### src/rtl/uart_loader.sv
// uart_loader: drains the UART wrapper's RX FIFO, parses SYNC/ADDR/LEN/payload/CHK
// frames, writes the payload to a byte-wide memory port and replies ACK or NAK.
module uart_loader #(
  parameter int         ADDR_W  = 16,
  parameter logic [7:0] SYNC    = 8'hA5,
  parameter logic [7:0] ACK     = 8'h06,
  parameter logic [7:0] NAK     = 8'h15,
  parameter int         RD_LAT  = 2,
  parameter int         TIMEOUT = 1000000
) (
  input  logic              CLK,
  input  logic              RST,
  input  logic              enable,
  input  logic [15:0]       uartStatus,
  output logic              uartRead,
  output logic              uartWrite,
  output logic [7:0]        uartData,
  output logic [ADDR_W-1:0] memAddr,
  output logic [7:0]        memData,
  output logic              memWrite,
  output logic              busy,
  output logic              done,
  output logic              error
);

  localparam int LAT_W = (RD_LAT < 1) ? 1 : $clog2(RD_LAT + 1);
  localparam int TO_W  = $clog2(TIMEOUT + 1);

  typedef enum logic [2:0] {
    S_HUNT,
    S_ADDR_HI,
    S_ADDR_LO,
    S_LEN,
    S_DATA,
    S_CHK,
    S_REPLY
  } state_t;

  state_t            state_q, state_d;
  logic              rd_pend_q, rd_pend_d;
  logic [LAT_W-1:0]  lat_q, lat_d;
  logic [TO_W-1:0]   to_q, to_d;
  logic [7:0]        acc_q, acc_d;
  logic [7:0]        cnt_q, cnt_d;
  logic [7:0]        hi_q, hi_d;
  logic [ADDR_W-1:0] addr_q, addr_d;
  logic              good_q, good_d;

  logic              read_d, write_d, mwrite_d, done_d, error_d;
  logic [7:0]        udata_d, mdata_d;
  logic [ADDR_W-1:0] maddr_d;
  logic              timeout_hit;

  logic       rx_empty, tx_full, sample, in_frame;
  logic [7:0] rx_byte, sum;
  logic       unused_status;

  assign rx_empty      = uartStatus[11];
  assign tx_full       = uartStatus[8];
  assign rx_byte       = uartStatus[7:0];
  assign unused_status = ^{uartStatus[15:12], uartStatus[10:9]};

  // The popped byte is valid on uartStatus RD_LAT cycles after the uartRead cycle.
  assign sample   = rd_pend_q && (lat_q == LAT_W'(RD_LAT));
  assign sum      = acc_q + rx_byte;
  assign in_frame = (state_q != S_HUNT) && (state_q != S_REPLY);
  assign busy     = (state_q != S_HUNT);

  always_comb begin
    // NOTE: every combinational output gets a default first so no path infers a latch.
    state_d     = state_q;
    rd_pend_d   = rd_pend_q;
    lat_d       = lat_q;
    to_d        = to_q;
    acc_d       = acc_q;
    cnt_d       = cnt_q;
    hi_d        = hi_q;
    addr_d      = addr_q;
    good_d      = good_q;
    read_d      = 1'b0;
    write_d     = 1'b0;
    mwrite_d    = 1'b0;
    done_d      = 1'b0;
    error_d     = 1'b0;
    udata_d     = uartData;
    mdata_d     = memData;
    maddr_d     = memAddr;
    timeout_hit = 1'b0;

    if (rd_pend_q && !sample) lat_d = lat_q + 1'b1;
    if (sample) rd_pend_d = 1'b0;

    case (state_q)
      S_HUNT: begin
        if (sample && rx_byte == SYNC) state_d = S_ADDR_HI;
      end
      S_ADDR_HI: begin
        if (sample) begin
          hi_d    = rx_byte;
          acc_d   = rx_byte;
          state_d = S_ADDR_LO;
        end
      end
      S_ADDR_LO: begin
        if (sample) begin
          addr_d  = ADDR_W'({hi_q, rx_byte});
          acc_d   = sum;
          state_d = S_LEN;
        end
      end
      S_LEN: begin
        if (sample) begin
          cnt_d   = rx_byte;
          acc_d   = sum;
          state_d = S_DATA;
        end
      end
      S_DATA: begin
        if (sample) begin
          maddr_d  = addr_q;
          mdata_d  = rx_byte;
          mwrite_d = 1'b1;
          addr_d   = addr_q + 1'b1;
          acc_d    = sum;
          if (cnt_q == 8'd0) state_d = S_CHK;
          else               cnt_d   = cnt_q - 1'b1;
        end
      end
      S_CHK: begin
        if (sample) begin
          good_d  = (sum == 8'd0);
          state_d = S_REPLY;
        end
      end
      S_REPLY: begin
        // uartWrite doubles as the "reply already pushed" flag for the final REPLY cycle.
        if (uartWrite) begin
          state_d = S_HUNT;
        end else if (!tx_full) begin
          write_d = 1'b1;
          udata_d = good_q ? ACK : NAK;
          done_d  = good_q;
          error_d = !good_q;
        end
      end
      default: state_d = S_HUNT;
    endcase

    if (in_frame) begin
      if (sample) begin
        to_d = '0;
      end else if (to_q == TO_W'(TIMEOUT - 1)) begin
        timeout_hit = 1'b1;
        to_d        = '0;
        error_d     = 1'b1;
        rd_pend_d   = 1'b0;
        state_d     = S_HUNT;
      end else begin
        to_d = to_q + 1'b1;
      end
    end else begin
      to_d = '0;
    end

    // Next pop may issue on the sampling edge itself, giving back-to-back fetches.
    if ((!rd_pend_q || sample) && !rx_empty && !timeout_hit &&
        ((state_d inside {S_ADDR_HI, S_ADDR_LO, S_LEN, S_DATA, S_CHK}) ||
         (state_d == S_HUNT && enable))) begin
      read_d    = 1'b1;
      rd_pend_d = 1'b1;
      lat_d     = '0;
    end
  end

  always_ff @(posedge CLK or posedge RST) begin
    // NOTE: sequential state uses non-blocking assignments so every register sees pre-edge values.
    if (RST) begin
      state_q   <= S_HUNT;
      rd_pend_q <= 1'b0;
      lat_q     <= '0;
      to_q      <= '0;
      acc_q     <= '0;
      cnt_q     <= '0;
      hi_q      <= '0;
      addr_q    <= '0;
      good_q    <= 1'b0;
      uartRead  <= 1'b0;
      uartWrite <= 1'b0;
      uartData  <= '0;
      memAddr   <= '0;
      memData   <= '0;
      memWrite  <= 1'b0;
      done      <= 1'b0;
      error     <= 1'b0;
    end else begin
      state_q   <= state_d;
      rd_pend_q <= rd_pend_d;
      lat_q     <= lat_d;
      to_q      <= to_d;
      acc_q     <= acc_d;
      cnt_q     <= cnt_d;
      hi_q      <= hi_d;
      addr_q    <= addr_d;
      good_q    <= good_d;
      uartRead  <= read_d;
      uartWrite <= write_d;
      uartData  <= udata_d;
      memAddr   <= maddr_d;
      memData   <= mdata_d;
      memWrite  <= mwrite_d;
      done      <= done_d;
      error     <= error_d;
    end
  end

endmodule

### config.mk
export PLATFORM = sky130hd
export DESIGN_NAME = uart_loader
export DESIGN_NICKNAME = d
export VERILOG_FILES = /design/src/rtl/uart_loader.sv
export SDC_FILE = /design/constraint.sdc
export NUM_CORES = 1
export LEC_CHECK = 0
export ABC_AREA = 1
export BUFFER_PORTS_ARGS = -buffer_cell sky130_fd_sc_hd__buf_2
export CAP_MARGIN = 20
export CORE_MARGIN = 2
export CORE_UTILIZATION = 40
export DETAILED_ROUTE_END_ITERATION = 7
export PLACE_DENSITY_LB_ADDON = 0.15
export SLEW_MARGIN = 15
export SYNTH_ARGS = -nofsm -noshare
export SYNTH_HDL_FRONTEND = slang
export SYNTH_SLANG_ARGS = --single-unit
### constraint.sdc
create_clock -name CLK -period 6.8 [get_ports CLK]
set_input_delay 1.36 -clock CLK [delete_from_list [all_inputs] [get_ports CLK]]
set_output_delay 1.36 -clock CLK [all_outputs]
set_load 0.03 [all_outputs]
# Word level (Yosys, flattened, before mapping)
# Index checks and enable logic that the tools add are counted.
# op_classes
mux,50
n_eq_ne,21
addsub,5
bitwise,2
div,0
n_shift,0
mul,0
n_reduce_logical,33
order_cmp,0
# op_table
operator,n
20-bit 2-to-1 mux,3
3-bit 2-to-1 mux,11
16-bit 2-to-1 mux,2
8-bit 2-to-1 mux,4
16-bit case mux with 2 select lines,1
8-bit case mux with 2 select lines,2
1-bit 2-to-1 mux,23
3-bit case mux with 7 select lines,1
20-bit by 1-bit adder with 20-bit output (second input constant),1
20-bit == test (second input constant),1
16-bit by 1-bit adder with 16-bit output (second input constant),1
8-bit zero test,2
3-bit == test (second input constant),5
3-bit by 2-bit == test with 1-bit output (second input constant),4
2-bit inequality test (second input constant),5
3-bit AND reduction,3
8-bit adder,1
8-bit == test (second input constant),1
1-bit logical AND,8
2-bit nonzero test,4
8-bit by 1-bit subtractor with 8-bit output (second input constant),1
3-bit by 1-bit == test with 1-bit output (second input constant),2
3-bit zero test,2
2-bit AND reduction,3
13 further kinds,20
# totals
regBits,104
ram_bits,0
wordCells,128
romBits,0
memories,0
output_inout_bits,38
latchBits,0

# Logic depth before layout (Yosys ltp)
# Gate-level depths: netlist of the first run.
# depth
ltp_word,13
ltp_mapped,13
depth_no_buf,13

# Worst setup path before layout of the first run
# No wires, ideal clock.
# synth_path
path_kind,input to register
startpoint,input port uartStatus[0]
endpoint,register good_q
setup_slack_ns,4.170
path_stages,8
n_path_buf,0
t_required_ns,6.735
arrival_time_ns,2.565
cell_sequence,ha_1 -> fa_1 -> xnor2_1 -> nand2_1 -> nor2_1 -> and3_1 -> nand3_1 -> nand2_1
# synth_between
elab_chain_cells,2
# synth_lines
item,line_no,source
start: declaration,14,"input logic [15:0] uartStatus,"
8-bit adder,65,assign sum = acc_q + rx_byte;
8-bit zero test,131,good_d = (sum == 8'd0);
end signal: assignment,204,good_q <= good_d;
end: declaration,47,"logic good_q, good_d;"
# No other way between the ends.
# A chain may end at the register's enable or synchronous reset.

# Worst setup path in the final report of the first run
# layout_path
startpoint,register state_q[2]
endpoint,output port busy
# layout_between
elab_chain_cells,1
# layout_lines
item,line_no,source
start: declaration,39,"state_t state_q, state_d;"
start signal: assignment,196,state_q <= state_d;
3-bit nonzero test,67,assign busy = (state_q != S_HUNT);
end: declaration,21,"output logic busy,"
# No other way between the ends.

==> results.md, run 1 <==
- In the synthesized netlist, the cells that appear most often are sky130_fd_sc_hd__nand2_1, sky130_fd_sc_hd__dfrtp_1, sky130_fd_sc_hd__inv_1.
- Net switching is 41.0% of the power.
- The startpoint of the tightest hold check path is to_q[0]$_DFF_PP0_.
- Following the worst setup path forward leads to its endpoint at busy.
- The count of nets after finishing is 750.
- The via total after detailed routing is 4492.
- The required time of the critical path is 5.44 ns.
- The sequential fraction of design power is 40.5%.
- Summing the areas of all compound-gate instances in the mapped netlist gives 13.3% of the synthesized area.
- Measured along the x axis, the die boundary spans 120 µm.
- The share of the clock period used by the worst path after layout is 40.5%.
- The overall die area is 14400 µm².
- By area the synthesized netlist is led by sky130_fd_sc_hd__dfrtp_1, sky130_fd_sc_hd__nand2_1, sky130_fd_sc_hd__o21ai_0, sky130_fd_sc_hd__inv_1, sky130_fd_sc_hd__nor2_1.
- The critical register-to-register path endpoint is addr_q[3]$_DFFE_PP0P_.
- The xor and xnor area share after synthesis is 2.93%.
- The clock tree from TritonCTS is done.
- In the final routed layout, each cell accounts on average for 13.8 µm.
- The fraction of final layout cells sized beyond drive strength 1 is 13.2%.
- The post-synthesis to final-layout area growth is 11.2%.
- The repair_antennas step left the layout with diodes totalling 0.
- The share of the synthesized area in the top cell type is 46.0%.
- The internal portion of total power is 1.32 mW.
- The async set-reset flop share out of synthesis is 100%.
- Of all nets on the critical path, the largest fanout is 8.
- The top-level I/O count is 57.
- Among all flip-flop cells after synthesis, the most frequent one is sky130_fd_sc_hd__dfrtp_1.
- The startpoint kind of the worst setup timing path is a flop.
- Final hold analysis gives a worst-case slack of 0.472 ns.
- Data arrives at the worst endpoint at 1.40 ns.
- Summed over all nets, the switching power comes to 0.919 mW.
- Excluding fillers, the count of instances in the completed layout stands at 897.
- The first routing iteration left 281 violations.
- The longest clock path from root to sink contains 2 buffers.
- The clock reaches the later pin of the worst-skew pair after 0.36 ns.
- In this run the post-CTS setup repair buffer count came out at 0.
- In this run the number of H-tree levels came out at 3.
- Across all register-to-register paths, the minimum setup slack is 4.16 ns.
- The start point of the critical path is state_q[2]$_DFF_PP0_.
- The arithmetic-cell share of the synthesized area counting full adders, half adders and majority gates is 3.16%.
- Sequential elements use 46.0% of the synthesized area.
- The number of design rule violations left after detail routing is 0.
- The total of flip-flops plus latches after synthesis is 99.
- The count of final setup violators is 0.
- The initial antenna violation count is 0.
- The clock transition at the registers of the reported paths is 0.07 ns.
- The category of the critical setup timing path is reg -> out.
- The total wirelength of the detailed-routed design is 12400 µm.
- The number of routed nets with antenna violations is 0.
- The post-route clock skew is 0.00533 ns.
- The proportion of synthesized area in mux cells is 0%.
- The power per standard cell area is 375 nW/µm².
- The worst path needs 2.76 ns of the cycle, external delays included.
- The row count is 42.
- The number of detailed-route iterations in the first pass is 5.
- CTS placed an instance of sky130_fd_sc_hd__clkbuf_16 at the clock tree root.
- The min-delay analysis places its worst path in the category reg -> reg.
- The overall overflow remaining after global route is 0.
- The flow ran to the end, and the final reports show no timing, DRC or antenna violations.
- The count of cell types in the netlist is 48.
- Buffers placed on the I/O ports in this run total 46.
- IR analysis of the VDD net gives a maximum drop of 0.192 mV.
- Combinational logic is responsible for 38.0% of the overall power.
- After detailed routing, the number of vias per cell comes to 5.01.
- In this run the mean area of a mapped cell was 7.92 µm².
- The dominant cell by count in the synthesized netlist is sky130_fd_sc_hd__nand2_1.
- The area of the core region is 13200 µm².
- The maximum number of pins on one net before global-route repair is 54.
- The number of failing hold endpoints at the final stage was 0.
- The post-synthesis instance area is 5390 µm².
- Timing would allow up to 363 MHz.
- Once detailed placement completed, the half-perimeter wirelength came to 8870 µm.
- In this run, post-CTS repair resized a total of 0 instances.
- Max-cap violations in this run came to 0.
- The quantity of hold-fixing buffers added after cts is 0.
- The number of pins with negative max-slew slack in the final report is 0.
- Counting every instance in the synthesized netlist gives 680.
- After filler insertion, the fill cell instance count of the layout stands at 1310.
- The initial standard-cell utilization of the core is 40.8%.
- The relative slew slack is 39.2%.
- The depth of the most critical reg-to-reg path is 8.
- Routability-driven placement finished with a final weighted congestion of 0.865.
- The first global-routing pass estimated 20700 µm of wire.
- The worst setup path is captured at a primary output.
- In the final timing run, aggregate negative setup slack is 0 ns.
- In this run the critical register-to-register path is launched from state_q[1]$_DFF_PP0_.
- The clock network accounts for 21.5% of the total power.
- Of the total synthesized cell area, the portion taken by AND, OR, NAND and NOR gates is 26.4%.
- The cell accounting for the most synthesized area is sky130_fd_sc_hd__dfrtp_1.
- The total CTS buffers is 9.
- From bottom edge to top edge, the die measures 120 µm.
- The total global-route track usage is 18.2%.
- Setup repair after global routing left no endpoint under its margin.
- The count of flip-flops with a built-in enable after synthesis is 0.
- The via count of the first global-routing pass was 4226.
- The dominant combinational cell family by area after synthesis is simple AND/OR/NAND/NOR gates.
- The number of warnings issued by yosys is 0.
- The tree built by TritonCTS fans out to 99 sinks.
- The count of placed standard cells including taps is 883.
- The leakage power is 2.97 nW.
- The actual slew at the worst max-slew pin is 0.912 ns.
## registers in the layout, indices dropped and copies added (netlist names)
name and flops:
acc_q 8, addr_q 16, cnt_q 8, done 1
error 1, good_q 1, hi_q 8, lat_q 2
memAddr 16, memData 8, memWrite 1, rd_pend_q 1
state_q 3, to_q 20, uartData 3, uartRead 1
uartWrite 1
## worst min-delay path by stage
stage          depth (start not counted)  slack, ns                      end
2_1_floorplan                          1       0.43        to_q[0]$_DFF_PP0_
3_3_place_gp                           1       0.45  uartData[2]$_DFFE_PP0P_
3_5_place_dp                           1       0.46  uartData[2]$_DFFE_PP0P_
4_1_cts                                1       0.47        to_q[0]$_DFF_PP0_
5_1_grt                                1       0.48        to_q[0]$_DFF_PP0_
6_report                               1       0.47        to_q[0]$_DFF_PP0_
## power groups by stage
stage	Combinational (mW)	Clock [mW]	Sequential, mW
floorplan	0.574	0	0.995
global placement	0.838	0	0.911
detailed placement	0.854	0	0.917
CTS	0.857	0.498	0.909
global route	0.970	0.525	0.934
finish	0.852	0.483	0.908
## placed cells by master (no fill, tap or decap), types with 7 or more instances in the layout
cell	instances
sky130_fd_sc_hd__nor3_1	15
sky130_fd_sc_hd__ha_1	12
sky130_fd_sc_hd__xnor2_1	8
sky130_fd_sc_hd__clkbuf_16	9
sky130_fd_sc_hd__nand4_1	8
sky130_fd_sc_hd__nor2_1	72
sky130_fd_sc_hd__dfrtp_1	99
sky130_fd_sc_hd__o21ai_0	67
sky130_fd_sc_hd__xor2_1	10
sky130_fd_sc_hd__inv_1	75
sky130_fd_sc_hd__nand2_1	156
sky130_fd_sc_hd__a21oi_1	33
sky130_fd_sc_hd__nand2_2	7
sky130_fd_sc_hd__nand3_1	31
sky130_fd_sc_hd__buf_2	46
## cells by family after synthesis
kind of cell,count (synthesis)
other,1
xor gates and xnor gates,18
adders and majority gates,13
AOI/OAI and AO/OA,129
buffers and inverters,103
and+or+nand+nor,317
DFF,99
## critical path: stages, from the launching register on
cell	delay, ns
sky130_fd_sc_hd__dfrtp_1	0.52
sky130_fd_sc_hd__inv_1	0.16
sky130_fd_sc_hd__nand2_2	0.14
sky130_fd_sc_hd__buf_2	0.21
## routing by layer
layer	global-route usage, %	routed length (µm)	up-vias
li1	-	-	2284
met1	24.4	6030	2108
met2	28.3	5690	83
met3	4.42	456	17
met4	7.28	236	0
met5	0	0	-
## stage by stage
| stage | utilization [%] | setup WS (ns) | instance area, µm² | power, mW |
|---|---|---|---|---|
| 4_1_cts | 45.4 | 4.05 | 5990 | 2.26 |
| 3_5_place_dp | 43.4 | 3.85 | 5720 | 1.77 |
| 6_report | 45.4 | 4.04 | 5990 | 2.24 |
| 5_1_grt | 45.4 | 3.86 | 5990 | 2.43 |
| 2_1_floorplan | - | 2.85 | 5400 | 1.57 |
| 3_3_place_gp | 43.4 | 3.86 | 5720 | 1.75 |
## final cells by class
| class | count | area, µm² | share of cell area, % |
|---|---|---|---|
| multi-input cells | 481 | 2480 | 41.4 |
| repair buffers | 47 | 238 | 3.97 |
| clock buffers | 12 | 256 | 4.28 |
| inverters | 80 | 303 | 5.06 |
| clock inverters | 2 | 12.5 | 0.209 |
| flip-flops and latches | 99 | 2480 | 41.4 |
| well taps | 176 | 220 | 3.68 |
Power figures use the tool's default switching activity.
==> inputs of run 2 (changes only) <==
--- a/config.mk
+++ b/config.mk
@@ -5,7 +5,7 @@
 export SDC_FILE = /design/constraint.sdc
 export NUM_CORES = 1
 export LEC_CHECK = 0
-export ABC_AREA = 1
+export ABC_AREA = 0
 export BUFFER_PORTS_ARGS = -buffer_cell sky130_fd_sc_hd__buf_2
 export CAP_MARGIN = 20
 export CORE_MARGIN = 2
==> constraint.sdc (replaced) <==
create_clock -name CLK -period 2.28 [get_ports CLK]
set_input_delay 0.456 -clock CLK [delete_from_list [all_inputs] [get_ports CLK]]
set_output_delay 0.456 -clock CLK [all_outputs]
set_load 0.03 [all_outputs]
==> run 2 against run 1 <==
Net effect:
- register-to-register slack got worse by 4.0 ns
- clock power rose to 3.1 times the previous value
- via count shrank 8.7%
==> results.md, run 2 <==
- The total of flip-flops plus latches after synthesis is 99 (unchanged).
- The worst ir drop on vdd came to 0.776 mV (was 0.192 mV).
- The relative slew slack came to 62.4% (was 39.2%).
- The quantity of I/O buffers inserted on ports was 46 (unchanged).
- Synth area leaders: sky130_fd_sc_hd__dfrtp_1, sky130_fd_sc_hd__nand2_1, sky130_fd_sc_hd__nor2_1, sky130_fd_sc_hd__mux2i_1, sky130_fd_sc_hd__ha_1 (was sky130_fd_sc_hd__dfrtp_1, sky130_fd_sc_hd__nand2_1, sky130_fd_sc_hd__o21ai_0, sky130_fd_sc_hd__inv_1, sky130_fd_sc_hd__nor2_1).
- The via total after detailed routing is 4101 (was 4492).
- The total CTS buffers is 9 (unchanged).
- The number of antenna cells inserted came to 0 (unchanged).
- The count of final setup violators is 0 (unchanged).
- The y dimension of the die is 118 µm (was 120 µm).
- The data arrival time of the critical path is 2.38 ns (was 1.40 ns).
- The area of the core region was 12700 µm² (was 13200 µm²).
- The number of routed nets with antenna violations is 0 (unchanged).
- The sequential fraction of the synthesis area is 47.6% (was 46.0%).
- The insertion delay of the later-clocked pin in the worst-skew pair is 0.35 ns (was 0.36 ns).
- The number of pins with negative max-slew slack in the final report is 0 (unchanged).
- The worst min-delay path category is in -> async (was reg -> reg).
- The count of cell types in the netlist came to 57 (was 48).
- The required time of the critical path is 2.53 ns (was 5.44 ns).
- The total global-route track usage is 17.8% (was 18.2%).
- The overall overflow remaining after global route was 0 (unchanged).
- For the finished layout, the period the worst path requires is 2.13 ns.
- The most flop-heavy register is to_q (unchanged).
- The H-tree depth is 3 (unchanged).
- The post-CTS repair timing setup buffer count was 0 (unchanged).
- The startpoint kind of the worst setup timing path is a flop (unchanged).
- The count of nets after finishing is 643 (was 750).
- The power per standard cell area was 1280 nW/µm² (was 375 nW/µm²).
- The most common library cell in the layout ignoring fill and taps is sky130_fd_sc_hd__nand2_1 (unchanged).
- The category of the critical setup timing path was reg -> reg (was reg -> out).
- The leakage power is 2.90 nW (was 2.97 nW).
- The ratio of routed vias to standard cells is 5.20 (was 5.01).
- The post-synthesis instance area is 5200 µm² (was 5390 µm²).
- The row count is 41 (was 42).
- The buffer levels on the longest clock path is 2 (unchanged).
- The initial standard-cell utilization of the core is 41.1% (was 40.8%).
- The number of failing hold endpoints at the final stage came to 0 (unchanged).
- The quantity of hold-fixing buffers added after cts is 0 (unchanged).
- RSZ-0062 raised after global routing: no (unchanged).
- The post-synthesis to final-layout area growth is 15.6% (was 11.2%).
- The post-route clock skew is 0.00523 ns (was 0.00533 ns).
- Leading cell types in the layout, fill and taps excluded: sky130_fd_sc_hd__nand2_1, sky130_fd_sc_hd__dfrtp_1, sky130_fd_sc_hd__nor2_1, sky130_fd_sc_hd__buf_2 (was sky130_fd_sc_hd__nand2_1, sky130_fd_sc_hd__dfrtp_1, sky130_fd_sc_hd__inv_1, sky130_fd_sc_hd__nor2_1, sky130_fd_sc_hd__o21ai_0).
- The async set-reset flop share out of synthesis was 100% (unchanged).
- The overall power consumption came to 7.72 mW (was 2.24 mW).
- The number of flip-flops in the largest register is 20 (unchanged).
- The mean instance size in the synthesized netlist is 9.34 µm² (was 7.92 µm²).
- The global placement routability congestion is 0.828 (was 0.865).
- The number of detailed-route iterations in the first pass is 5 (unchanged).
- The dominant cell by count in the synthesized netlist is sky130_fd_sc_hd__nand2_1 (unchanged).
- The worst path uses 93.5% of the clock period.
- The global-route wire length before repair is 19900 µm (was 20700 µm).
- The initial antenna violation count was 0 (unchanged).
- The share of the core filled with cells in the final layout was 47.5% (was 45.4%).
- The number of design rule violations left after detail routing is 0 (unchanged).
- The count of flip-flops with a built-in enable after synthesis is 0 (unchanged).
- Result of the run: finished, final reports clean (unchanged).
- The share of the synthesized area in the top cell type is 47.6% (was 46.0%).
- The post-cts sizing count is 0 (unchanged).
- The top-level I/O count is 57 (unchanged).
- Regs by FF count: to_q (20), addr_q (16), memAddr (16) (unchanged).
- Timing would allow up to 469 MHz.
- The total wirelength of the detailed-routed design is 11600 µm (was 12400 µm).
- The overall die area came to 13900 µm² (was 14400 µm²).
- The clock tree from TritonCTS is done (unchanged).
- The maximum number of pins on one net before global-route repair is 100 (was 54).
- The cell chosen for the clock root was sky130_fd_sc_hd__clkbuf_16 (unchanged).
- The chip width is 118 µm (was 120 µm).
- The commonest register cell after synthesis is sky130_fd_sc_hd__dfrtp_1 (unchanged).
- The actual slew at the worst max-slew pin is 0.564 ns (was 0.912 ns).
- The total clock sinks is 99 (unchanged).
- The worst-case register-to-register setup slack is 0.15 ns (was 4.16 ns).
- The maximum fanout along the worst path is 2 (was 8).
- The endpoint class of the critical path was a flop (was primary output).
- The clock transition at the registers of the reported paths was 0.07 ns (about the same).
- The max-cap violation count was 0 (unchanged).
- The number of violations reported at the end of detailed-routing iteration 0 is 208 (was 281).
- The via count of the first global-routing pass is 4031 (was 4226).
- The final HPWL from detailed placement was 7940 µm (was 8870 µm).
- The number of warnings issued by yosys is 0 (unchanged).
- Most common library cells after synthesis: sky130_fd_sc_hd__nand2_1, sky130_fd_sc_hd__dfrtp_1, sky130_fd_sc_hd__nor2_1 (was sky130_fd_sc_hd__nand2_1, sky130_fd_sc_hd__dfrtp_1, sky130_fd_sc_hd__inv_1).
- The average wire per standard cell is 14.8 µm (was 13.8 µm).
- The fraction of final layout cells sized beyond drive strength 1 is 18.0% (was 13.2%).
- The cell accounting for the most synthesized area is sky130_fd_sc_hd__dfrtp_1 (unchanged).
- The post-synthesis instance total was 557 (was 680).
-- run 2: changes by cell type after synthesis, moves of 10 or more --
cell	delta
sky130_fd_sc_hd__a22oi_1	+12
sky130_fd_sc_hd__mux2i_1	+20
sky130_fd_sc_hd__nand2_1	-55
sky130_fd_sc_hd__inv_1	-66
sky130_fd_sc_hd__nand3_1	-10
sky130_fd_sc_hd__clkbuf_1	+11
sky130_fd_sc_hd__o21ai_0	-45
-- run 2: through the flow --
stage | instances | setup WS [ns] | instance area [µm²] | hold WS [ns] | setup TNS, ns
floorplan | 560 | 0.186 | 5220 | 0.424 | 0
CTS | 788 | 0.0726 | 6010 | 0.275 | 0
global placement | 772 | -0.0669 | 5710 | 0.436 | -0.0993
detailed placement | 772 | -0.126 | 5710 | 0.445 | -0.245
global route | 788 | 0.0308 | 6020 | 0.313 | 0
finish | 788 | 0.149 | 6020 | 0.214 | 0
-- run 2: path summary, 6_finish.rpt --
| kind | start | to | cells after the start |
|---|---|---|---|
| min in group CLK | uartStatus[11] | uartRead$_DFF_PP0_ | 3 |
| hold / removal | RST | acc_q[5]$_DFFE_PP0P_ | 3 |
| hold reg to reg | to_q[0]$_DFF_PP0_ | to_q[0]$_DFF_PP0_ | 1 |
| max in group asynchronous | RST | cnt_q[5]$_DFFE_PP0P_ | 3 |
| setup / recovery | acc_q[0]$_DFFE_PP0P_ | acc_q[6]$_DFFE_PP0P_ | 8 |
| setup reg to reg | acc_q[0]$_DFFE_PP0P_ | acc_q[6]$_DFFE_PP0P_ | 8 |
-- run 2: routing by layer --
layer	GRT usage, %	part of all wire (%)
met3	5.62	4.0
met1	24.5	49
met5	0	0
met2	27.2	46
met4	4.59	1.2
-- run 2: worst max-delay path, cell delays in order (launching register included) --
cell and delay [ns]:
sky130_fd_sc_hd__dfrtp_1 0.38, sky130_fd_sc_hd__ha_1 0.22, sky130_fd_sc_hd__fa_1 0.41, sky130_fd_sc_hd__a211oi_2 0.23, sky130_fd_sc_hd__o21bai_1 0.11, sky130_fd_sc_hd__a21oi_1 0.20, sky130_fd_sc_hd__xor2_1 0.22, sky130_fd_sc_hd__o211ai_1 0.12
sky130_fd_sc_hd__o21a_1 0.13
-- run 2: kinds of logic after synthesis --
kind of cell    after synthesis  share of synthesized area, %
fa+ha+maj                    13                          3.27
xor+xnor                     25                          4.21
compound gates               96                          12.2
flops                        99                          47.6
simple gates                250                          22.6
other cells                   1                        0.0721
mux                          31                          6.23
buf+inv                      42                          3.80
-- run 2: area by class of cell --
class                   instances  area (µm²)
fillers                      1215        6660
well taps                     172         215
multi-input cells             419        2540
clock buffers                  13         280
inverters                      10        41.3
flip-flops and latches         99        2480
repair buffers                 72         438
clock inverters                 3        20.0
-- run 2: where the power goes --
group | internal (mW) | switching (mW)
clock network | 0.858 | 0.658
logic | 1.30 | 2.04
registers | 2.37 | 0.495
==> inputs of run 3 (changes only) <==
--- a/config.mk
+++ b/config.mk
@@ -6,11 +6,11 @@
 export NUM_CORES = 1
 export LEC_CHECK = 0
 export ABC_AREA = 0
-export BUFFER_PORTS_ARGS = -buffer_cell sky130_fd_sc_hd__buf_2
 export CAP_MARGIN = 20
 export CORE_MARGIN = 2
 export CORE_UTILIZATION = 40
 export DETAILED_ROUTE_END_ITERATION = 7
+export DONT_BUFFER_PORTS = 1
 export PLACE_DENSITY_LB_ADDON = 0.15
 export SLEW_MARGIN = 15
 export SYNTH_ARGS = -nofsm -noshare
==> constraint.sdc (replaced) <==
create_clock -name CLK -period 2.28 [get_ports CLK]
set_input_delay 0.456 -clock CLK [delete_from_list [all_inputs] [get_ports CLK]]
set_output_delay 0.456 -clock CLK [all_outputs]
set_load 0.05 [all_outputs]
==> run 3 against run 2 <==
Net effect:
- hold slack worse by 0.11 ns
- sequential cell count unchanged
- fmax up 0.85%
- final area decreased by 3.1%
- global-route usage rose by 0.16 points
- critical endpoint is now good_q$_DFFE_PP0P_
- largest cell class unchanged
- largest power group is now registers
==> results.md, run 3 (same netlist as run 2, synthesis figures left out) <==
- The H-tree depth is 3 (unchanged).
- The relative slew slack was 48.3% (was 62.4%).
- The top-level I/O count came to 57 (unchanged).
- The most common library cell in the layout ignoring fill and taps is sky130_fd_sc_hd__nand2_1 (unchanged).
- The total global-route track usage is 17.9% (was 17.8%).
- The insertion delay of the later-clocked pin in the worst-skew pair was 0.35 ns (about the same).
- The total CTS buffers is 9 (unchanged).
- The area of the core region is 12700 µm² (unchanged).
- The category of the critical setup timing path is reg -> reg (unchanged).
- The chip width is 118 µm (unchanged).
- The actual slew at the worst max-slew pin came to 0.774 ns (was 0.564 ns).
- The share of the clock period used by the worst path after layout is 92.7% (was 93.5%).
- The leakage power is 2.72 nW (was 2.90 nW).
- Regs by FF count: to_q (20), addr_q (16), memAddr (16) (unchanged).
- The row count was 41 (unchanged).
- The upper clock frequency limit is 473 MHz (was 469 MHz).
- RSZ-0062 raised after global routing: no (unchanged).
- The number of violations reported at the end of detailed-routing iteration 0 is 213 (was 208).
- The number of pins with negative max-slew slack in the final report is 0 (unchanged).
- The via count of the first global-routing pass is 4006 (was 4031).
- The count of final setup violators came to 0 (unchanged).
- The overall overflow remaining after global route was 0 (unchanged).
- The buffer levels on the longest clock path came to 2 (unchanged).
- The required time of the critical path came to 2.56 ns (was 2.53 ns).
- The fraction of final layout cells sized beyond drive strength 1 came to 11.3% (was 18.0%).
- The data arrival time of the critical path was 2.39 ns (was 2.38 ns).
- The number of detailed-route iterations in the first pass is 4 (was 5).
- The count of nets after finishing is 595 (was 643).
- The via total after detailed routing is 3917 (was 4101).
- The post-synthesis to final-layout area growth is 12.0% (was 15.6%).
- The clock tree from TritonCTS is done (unchanged).
- The minimum clock period after layout was 2.11 ns (was 2.13 ns).
- The setup TNS is 0 ns (unchanged).
- The post-route clock skew was 0.00658 ns (was 0.00523 ns).
- The final HPWL from detailed placement was 8030 µm (was 7940 µm).
- The total clock sinks is 99 (unchanged).
- The maximum number of pins on one net before global-route repair came to 42 (was 100).
- The number of failing hold endpoints at the final stage is 0 (unchanged).
- The endpoint class of the critical path was a flop (unchanged).
- The worst min-delay path category is in -> async (unchanged).
- The quantity of I/O buffers inserted on ports is 0 (was 46).
- The number of routed nets with antenna violations is 0 (unchanged).
- The total wirelength of the detailed-routed design was 11700 µm (was 11600 µm).
- The maximum fanout along the worst path is 2 (unchanged).
- The depth of the most critical reg-to-reg path is 8 (unchanged).
- The overall die area was 13900 µm² (unchanged).
- The ratio of routed vias to standard cells is 5.29 (was 5.20).
- The number of antenna cells inserted was 0 (unchanged).
- The y dimension of the die was 118 µm (unchanged).
- Leading cell types in the layout, fill and taps excluded: sky130_fd_sc_hd__nand2_1, sky130_fd_sc_hd__dfrtp_1, sky130_fd_sc_hd__nor2_1, sky130_fd_sc_hd__a21oi_1, sky130_fd_sc_hd__o21ai_0 (was sky130_fd_sc_hd__nand2_1, sky130_fd_sc_hd__dfrtp_1, sky130_fd_sc_hd__nor2_1, sky130_fd_sc_hd__buf_2).
- The number of flip-flops in the largest register is 20 (unchanged).
- The global-route wire length before repair is 20100 µm (was 19900 µm).
- The worst ir drop on vdd was 0.751 mV (was 0.776 mV).
- The clock transition at the registers of the reported paths is 0.07 ns (about the same).
- The most flop-heavy register was to_q (unchanged).
- The initial standard-cell utilization of the core is 41.1% (unchanged).
- The share of the core filled with cells in the final layout is 46.0% (was 47.5%).
- The quantity of hold-fixing buffers added after cts is 0 (unchanged).
- The number of design rule violations left after detail routing is 0 (unchanged).
- The average wire per standard cell is 15.8 µm (was 14.8 µm).
- The max-cap violation count is 0 (unchanged).
- The initial antenna violation count is 0 (unchanged).
- The cell chosen for the clock root is sky130_fd_sc_hd__clkbuf_16 (unchanged).
- Result of the run: finished, final reports clean (unchanged).
- The startpoint kind of the worst setup timing path is a flop (unchanged).
- The global placement routability congestion is 0.848 (was 0.828).
- The power per standard cell area was 1380 nW/µm² (was 1280 nW/µm²).
-- run 3: changes by cell type in the layout (fill, tap and decap cells not counted), sizes merged --
cell	delta
buf	-48
bufinv	+2
clkinvlp	-2
clkbuf	-2
clkinv	+2
-- run 3: cell type report --
type / count / area [µm²]
Fill cell: 1265 / 6840
Multi-Input combinational cell: 419 / 2550
Sequential cell: 99 / 2480
Clock buffer: 11 / 253
Timing Repair Buffer: 24 / 218
Tap cell: 172 / 215
Clock inverter: 5 / 75.1
Inverter: 10 / 41.3
-- run 3: metal layers --
layer	track usage [%]	wire length (µm)	vias up
met2	29.3	5540	57
met4	5.20	156	0
met3	4.75	415	14
met5	0	0	-
met1	23.5	5600	1923
li1	-	-	1923
-- run 3: through the flow --
stage | instances | hold slack [ns] | setup WS (ns) | total power, mW | cell area (µm²)
detailed placement | 724 | 0.456 | 0.0519 | 6.37 | 5490
CTS | 740 | 0.129 | 0.100 | 8.08 | 5820
floorplan | 560 | 0.424 | 0.186 | 5.66 | 5220
global placement | 724 | 0.437 | 0.0341 | 6.30 | 5490
global route | 740 | 0.159 | 0.0554 | 8.61 | 5830
finish | 740 | 0.102 | 0.167 | 8.02 | 5830
-- run 3: path summary, 6_finish.rpt --
| check | from | end | slack (ns) |
|---|---|---|---|
| max | acc_q[0]$_DFFE_PP0P_ | good_q$_DFFE_PP0P_ | 0.17 |
| min | RST | uartData[2]$_DFFE_PP0P_ | 0.10 |
| max reg2reg | acc_q[0]$_DFFE_PP0P_ | good_q$_DFFE_PP0P_ | 0.17 |
| min reg2reg | to_q[0]$_DFF_PP0_ | to_q[0]$_DFF_PP0_ | 0.46 |
| max in group asynchronous | RST | addr_q[10]$_DFFE_PP0P_ | 1.53 |
| min in group CLK | uartStatus[0] | memData[0]$_DFFE_PP0P_ | 0.21 |
-- run 3: repair_timing --
item                                    CTS  global route
hold endpoints to repair                  0             0
gates resized for setup                   0             2
endpoints found under the setup margin    0             3
setup buffers                             0             0
-- run 3: power by group --
part,switching [mW],internal (mW)
sequential,1.15,2.36
clock,0.665,1.02
combinational,1.65,1.19
total,3.47,4.56
-- run 3: worst max-delay path, stage by stage, from the launching register on --
cell and delay [ns]:
sky130_fd_sc_hd__dfrtp_1 0.39, sky130_fd_sc_hd__ha_1 0.22, sky130_fd_sc_hd__fa_1 0.42, sky130_fd_sc_hd__a211oi_2 0.24, sky130_fd_sc_hd__o21bai_1 0.10, sky130_fd_sc_hd__a21oi_1 0.17, sky130_fd_sc_hd__xor2_1 0.21, sky130_fd_sc_hd__nand4_1 0.13
sky130_fd_sc_hd__o21ai_1 0.16
